[src/rtl/shift_seq_ctrl.sv]
// Command sequencer for the 4-bit universal shift register: it takes one
// load/shift/rotate command at a time and drives M/parin/rin/lin for exactly
// the required number of clocks.
//
// Handshake: a command transfers on a rising edge where cmd_valid and
// cmd_ready are both high. cmd_ready is high only in IDLE. cmd_* are ignored
// at all other times. The result is reported with a one-cycle done pulse, and
// result holds that value until the next done.
module shift_seq_ctrl #(
  parameter int WIDTH = 4,
  parameter int CNT_W = 3
) (
  input  logic             clk,
  input  logic             clr,
  input  logic             cmd_valid,
  output logic             cmd_ready,
  input  logic [1:0]       cmd_op,
  input  logic [CNT_W-1:0] cmd_cnt,
  input  logic [WIDTH-1:0] cmd_data,
  input  logic             cmd_fill,
  input  logic             hold,
  input  logic [WIDTH-1:0] q_in,
  output logic [1:0]       M,
  output logic [WIDTH-1:0] parin,
  output logic             rin,
  output logic             lin,
  output logic             busy,
  output logic             done,
  output logic [WIDTH-1:0] result,
  output logic [1:0]       dbg_state_o
);

  localparam logic [1:0] ST_IDLE = 2'd0;
  localparam logic [1:0] ST_RUN  = 2'd1;
  localparam logic [1:0] ST_FIN  = 2'd2;

  localparam logic [1:0] OP_LOAD = 2'b00;
  localparam logic [1:0] OP_SHL  = 2'b01;
  localparam logic [1:0] OP_SHR  = 2'b10;
  localparam logic [1:0] OP_ROTL = 2'b11;

  localparam logic [1:0] M_HOLD  = 2'b00;
  localparam logic [1:0] M_LEFT  = 2'b01;
  localparam logic [1:0] M_RIGHT = 2'b10;
  localparam logic [1:0] M_LOAD  = 2'b11;

  localparam logic [CNT_W-1:0] CNT_ZERO = '0;
  localparam logic [CNT_W-1:0] CNT_ONE  = CNT_W'(1);

  logic [1:0]       state_q, state_d;
  logic [1:0]       mode_q, mode_d;
  logic [CNT_W-1:0] cnt_q, cnt_d;
  logic [WIDTH-1:0] data_q, data_d;
  logic             fill_q, fill_d;
  logic [WIDTH-1:0] result_q, result_d;
  logic             done_q, done_d;

  logic accept;
  logic step;

  assign cmd_ready   = (state_q == ST_IDLE);
  assign accept      = cmd_valid && cmd_ready;
  assign step        = (state_q == ST_RUN) && !hold;
  assign busy        = (state_q != ST_IDLE);
  assign done        = done_q;
  assign result      = result_q;
  assign dbg_state_o = state_q;

  always_comb begin
    state_d  = state_q;
    mode_d   = mode_q;
    cnt_d    = cnt_q;
    data_d   = data_q;
    fill_d   = fill_q;
    result_d = result_q;
    done_d   = 1'b0;
    case (state_q)
      ST_IDLE: begin
        if (accept) begin
          mode_d = cmd_op;
          data_d = cmd_data;
          fill_d = cmd_fill;
          if (cmd_op == OP_LOAD) begin
            cnt_d   = CNT_ONE;
            state_d = ST_RUN;
          end else if (cmd_cnt == CNT_ZERO) begin
            // Zero-count shift: the shifter is never touched, just report Q.
            cnt_d   = CNT_ZERO;
            state_d = ST_FIN;
          end else begin
            cnt_d   = cmd_cnt;
            state_d = ST_RUN;
          end
        end
      end
      ST_RUN: begin
        if (step) begin
          cnt_d = cnt_q - CNT_ONE;
          if (cnt_q == CNT_ONE) state_d = ST_FIN;
        end
      end
      ST_FIN: begin
        // The last shift has landed in the register, so q_in is final here.
        result_d = q_in;
        done_d   = 1'b1;
        state_d  = ST_IDLE;
      end
      default: state_d = ST_IDLE;
    endcase
  end

  always_ff @(posedge clk or negedge clr) begin
    if (!clr) begin
      state_q  <= ST_IDLE;
      mode_q   <= 2'b00;
      cnt_q    <= '0;
      data_q   <= '0;
      fill_q   <= 1'b0;
      result_q <= '0;
      done_q   <= 1'b0;
    end else begin
      state_q  <= state_d;
      mode_q   <= mode_d;
      cnt_q    <= cnt_d;
      data_q   <= data_d;
      fill_q   <= fill_d;
      result_q <= result_d;
      done_q   <= done_d;
    end
  end

  always_comb begin
    M     = M_HOLD;
    parin = '0;
    rin   = 1'b0;
    lin   = 1'b0;
    if (step) begin
      case (mode_q)
        OP_LOAD: begin
          M     = M_LOAD;
          parin = data_q;
        end
        OP_SHL: begin
          M   = M_LEFT;
          rin = fill_q;
        end
        OP_SHR: begin
          M   = M_RIGHT;
          lin = fill_q;
        end
        OP_ROTL: begin
          // Rotation feeds the current MSB straight back into bit 0.
          M   = M_LEFT;
          rin = q_in[WIDTH-1];
        end
        default: M = M_HOLD;
      endcase
    end
  end

endmodule
[config.mk]
export PLATFORM = sky130hd
export DESIGN_NAME = shift_seq_ctrl
export DESIGN_NICKNAME = d
export VERILOG_FILES = /design/src/rtl/shift_seq_ctrl.sv
export SDC_FILE = /design/constraint.sdc
export NUM_CORES = 1
export LEC_CHECK = 0
export BUFFER_PORTS_ARGS = -buffer_cell sky130_fd_sc_hd__buf_2
export CELL_PAD_IN_SITES_DETAIL_PLACEMENT = 1
export CELL_PAD_IN_SITES_GLOBAL_PLACEMENT = 1
export CORE_MARGIN = 5
export CORE_UTILIZATION = 25
export CTS_CLUSTER_DIAMETER = 100
export DETAILED_ROUTE_END_ITERATION = 7
export GPL_ROUTABILITY_DRIVEN = 0
export MAX_ROUTING_LAYER = met4
export PLACE_DENSITY = 0.6
export SLEW_MARGIN = 20
export SYNTH_ARGS = -nofsm -noshare
export SYNTH_HDL_FRONTEND = slang
export SYNTH_SLANG_ARGS = --single-unit
[constraint.sdc]
create_clock -name clk -period 1.85 [get_ports clk]
set_input_delay 0.185 -clock clk [delete_from_list [all_inputs] [get_ports clk]]
set_output_delay 0.185 -clock clk [all_outputs]
set_load 0.03 [all_outputs]
# After elaboration in Yosys (flattened, before gate mapping)
# Cells that the tools add are included.
[classes]
addsub = 1
mux = 20
n_eq_ne = 9
n_reduce_logical = 13
[ops]
columns = ["cell", "count"]
rows = [
  ["$mux 2", 6],
  ["$mux 3", 4],
  ["$mux 4", 2],
  ["$eq 2x2->1 const B", 3],
  ["$logic_not 2->1", 3],
  ["$pmux 2 s3", 1],
  ["$pmux 3 s2", 1],
  ["$reduce_and 3->1", 2],
  ["$eq 2x1->1 const B", 2],
  ["$mux 1", 4],
  ["$ne 2x1->1 const B", 2],
  ["$pmux 2 s2", 1],
  ["$reduce_bool 2->1", 2],
  ["$eq 3x1->1 const B", 1],
  ["$logic_not 3->1", 1],
  ["$sub 3x1->3 const B", 1],
  ["$logic_and 1x1->1", 2],
  ["$ne 2x2->1 const B", 1],
  ["$pmux 1 s2", 1],
  ["$reduce_and 2->1", 1],
  ["$reduce_or 2->1", 1],
  ["$logic_not 1->1", 1],
]
[totals]
input_bits = 18
ff_bits = 17

# Depth between registers and ports, before layout
[depth]
ltp_word = 5
depth_mapped = 5
ltp_nobuf = 5

# Worst setup path after synthesis
# Ideal clock, no wire load.
[synth_timing]
path_kind = "reg-to-output"
startpoint = "register state_q[0], in the netlist dbg_state_o[0]"
endpoint = "output port rin"
arrival_ps = 1947
setup_slack_ps = -282
path_buffers = 2
path_stages_with_launch = 5
cell_sequence = "dfrtp_1 -> buf_6 -> nand2b_1 -> buf_6 -> nor4b_1"
[synth_between]
elab_chain_cells = 3
[synth_lines]
columns = ["item", "line", "text"]
rows = [
  ["start: declaration", "50", "logic [1:0] state_q, state_d;"],
  ["start signal: assignment", "122", "state_q <= state_d;"],
  ["$eq 2x1->1", "63", "assign step = (state_q == ST_RUN) && !hold;"],
  ["$logic_and 1x1->1", "63", ""],
  ["$mux 1", "137", "if (step) begin"],
  ["end: declaration", "25", "output logic rin,"],
]
# Every way passes these cells.

# Worst setup path after layout
[layout_timing]
startpoint = "register state_q[1], in the netlist dbg_state_o[1]"
endpoint = "output port parin[0]"
[layout_between]
elab_chain_cells = 3
[layout_lines]
columns = ["item", "line", "text"]
rows = [
  ["$eq 2x1->1", "63", ""],
  ["$logic_and 1x1->1", "63", ""],
  ["$mux 4", "137", ""],
  ["end: declaration", "24", "output logic [WIDTH-1:0] parin,"],
]
# Every way passes these cells.

==> flow_summary.ini <==
[status]
run_status = finished clean

[layout]
filler_cell_count = 413
layout.core_utilization_pct = 33.5
n_antenna_cell = 0
areaGrowthSynthToFinish_pct = 31.6
final_nets = 132
drive_above_1_share_pct = 51.4
postLayoutCellArea_mm2 = 0.00121

[worst_setup_path]
worst_path_dominant_cell_family = simple AND/OR/NAND/NOR gates
rrSetupSlack_ns = 0.43
crit-reg2reg-launch = dbg_state_o[0]$_DFFE_PN0P_
critPathMaxFanout = 8
worst-setup-path-type = register to primary output
worst-r2r-cell-count = 4
timing.critical_path.arrival_ns = 1.48
critical_path.startpoint_type = register
setup.worst_path.end_class = primary output
rr_endpoint = mode_q[1]$_DFFE_PN0P_
critical_path.cell_chain = nand2b_2 -> nor4_4 -> and2_1 -> buf_2
cp.depth = 4
worstPathBufferInverterCount = 1
slowest_delay_ns = 0.37
crit_slowest_cell = dfrtp_1
critical_path_required_ns = 1.66

[timing]
final_hold_viol_count = 0
timing.final.setup_violations = 0
layout_worst_path_cycle_share_pct = 89.8
finalWorstPathRequiredPeriod_ns = 1.66
finalWorstSetupSlack_ns = 0.189
totalNegativeSetupSlack_ns = 0
drv_slew = 0
grt_setup_unrepaired = no
maxSlewHeadroom_pct = 72.0
timing_worst_slew_pin_value_ns = 0.420
max_clock_freq_mhz = 602
finalClockSkew_ns = 0.00155

[logic_synthesis]
yosysTopAreaCell = dfrtp_1
yosys_warnings = 0
synth_most_common_cell = dfrtp_1
synth_flop_cell = dfrtp_1
synth.area.top_cells = dfrtp_1, mux2_4, buf_6
ys_top_cells_by_count = dfrtp_1, mux2_4, and2_1, inv_1
synth-edff-count = 0
syn_area_um2 = 918
synth_nets = 93
post_synth.cell_area_avg_um2 = 12.6
synth_async_sr_flop_share_pct = 100
share_of_synthesized_area_occupied_by_flip_flops_and_latches_pct = 46.3
yosys_register_bits = 17
post-synth-top-area-fraction_pct = 46.3
syn-instance-count = 73
number_of_distinct_standard_cells_referenced_by_the_synthesized_netlist = 31

[floorplanning]
total_die_area_mm2 = 0.00499
num_rows = 22
chip_height_um = 70.6
floorplan.initialDensity_pct = 25.5
dieWidth_um = 70.6
core_area_mm2 = 0.00361
design.portCount = 35

[place]
detailedPlace.worstSlack_ns = 0.294
port-buffer-count = 34
dpl.hpwl_mm = 1.82
placed_cell_area_mm2 = 0.00114

[clock_network]
postCtsSetupBuffers = 0
cts_tree = yes
cts_max_level = 1
cts_made_buffers = 3
cts_num_sinks = 17
worstSkewPairLatency_ns = 0.24
clk_pin_slew_ns = 0.06
root_buffer = clkbuf_8
clock_tree.buffer_depth = 2

[run]
maxCapViolations = 0

[hold_path]
hold_ep = result[0]$_DFFE_PN0P_
hold_path_startpoint = q_in[0]
hold_path_depth = 2
hold_path_class = input pin to register

[route]
drt_iter0_markers = 13
post_drt_wl_per_cell_um = 14.2
detailroute.via_count = 710
viasPerCell = 4.47
wirelength_mm = 2.26
firstDrtPassIters = 3
wl_met1_um = 944
top_layer = met4
drc = 0
met2_length_mm = 1.14
drt.antenna.violating_nets = 0
met3_layer_wire_length_in_the_routed_design_um = 131

[global_routing]
globalRouteTotalUtil_pct = 9.87
global_route_wire_length_before_repair_mm = 3.75
first_global_vias = 800
grt-ovfl-total = 0
largest_net_degree_at_the_start_of_global_routing = 18
number_of_antenna_violations_at_the_first_check_in_global_routing = 0

[power]
total_leakage_power_nw = 0.607
maximum_resistive_drop_on_vdd_mv = 0.833
cellPowerDensity_mw_per_mm2 = 1630
==> logic make-up (layout without fill, tap and decap cells) <==
group / Yosys count / in the layout / share of synthesized area (%)
multiplexers: 14 / 14 / 20.2
buffers and inverters: 8 / 46 / 5.72
adder cells (fa/ha/maj): 2 / 2 / 2.72
flip-flops: 17 / 17 / 46.3
AO/OA/AOI/OAI: 11 / 11 / 8.58
AND/OR/NAND/NOR: 21 / 21 / 16.5
==> stage by stage <==
stage	std cells	total power (W)	hold WS [ns]
2_1_floorplan	73	0.00146	-0.111
6_report	159	0.00197	0.155
3_3_place_gp	154	0.00166	0.131
5_1_grt	159	0.00211	0.158
4_1_cts	159	0.00198	0.151
3_5_place_dp	154	0.00170	0.136
==> sequential cells by signal, summed over array words and instances (netlist names) <==
name         count
data_q           4
mode_q           2
dbg_state_o      2
fill_q           1
cnt_q            3
done             1
result           4
==> where the power goes <==
group | leakage (nW) | internal [W] | switching (W) | total [W]
registers | 0.208 | 0.000539 | 0.000130 | 0.000669
logic | 0.376 | 0.000462 | 0.000566 | 0.00103
clock network | 0.0228 | 0.000152 | 0.000116 | 0.000268
total | 0.607 | 0.00115 | 0.000812 | 0.00197
==> timing repair <==
action	4_1_cts	5_1_grt
endpoints found under the setup margin	0	4
hold buffers	1	0
endpoints found under the hold margin	17	0
gates resized for setup	0	2
==> worst max-delay path by stage <==
stage / end / slack [ns] / from
final: parin[0] / 0.19 / dbg_state_o[1]$_DFFE_PN0P_
after global routing: parin[3] / 0.08 / dbg_state_o[1]$_DFFE_PN0P_
after CTS: parin[0] / 0.01 / dbg_state_o[1]$_DFFE_PN0P_
after detailed placement: parin[0] / 0.29 / dbg_state_o[1]$_DFFE_PN0P_
after global placement: parin[3] / 0.34 / dbg_state_o[1]$_DFFE_PN0P_
after floorplan: data_q[0]$_DFFE_PN0P_ / 0.08 / dbg_state_o[0]$_DFFE_PN0P_
==> layer usage <==
metal	track usage (%)	vias to the layer above
li1	-	333
met1	10.7	352
met2	17.2	23
met3	2.70	2
met4	3.76	0
met5	-	-
==> area by class of cell <==
type	instances	area (µm²)	share of cell area, %
clock buffer	4	45.0	3.73
inverter	5	18.8	1.55
multi-input combinational	48	464	38.4
sequential	17	425	35.2
tap	48	60.1	4.97
timing repair buffer	37	195	16.1
==> placed cells by master (no fill, tap or decap), drive strengths merged, types with 2 or more instances in the layout <==
cell	n
a21oi	2
nor4b	2
mux2	12
clkbuf	4
o21ai	2
dfrtp	17
ha	2
nor3	4
and2	5
mux2i	2
buf	36
nor2	2
inv	5
nand2b	3
No activity file was read; power rests on OpenSTA's default activity.
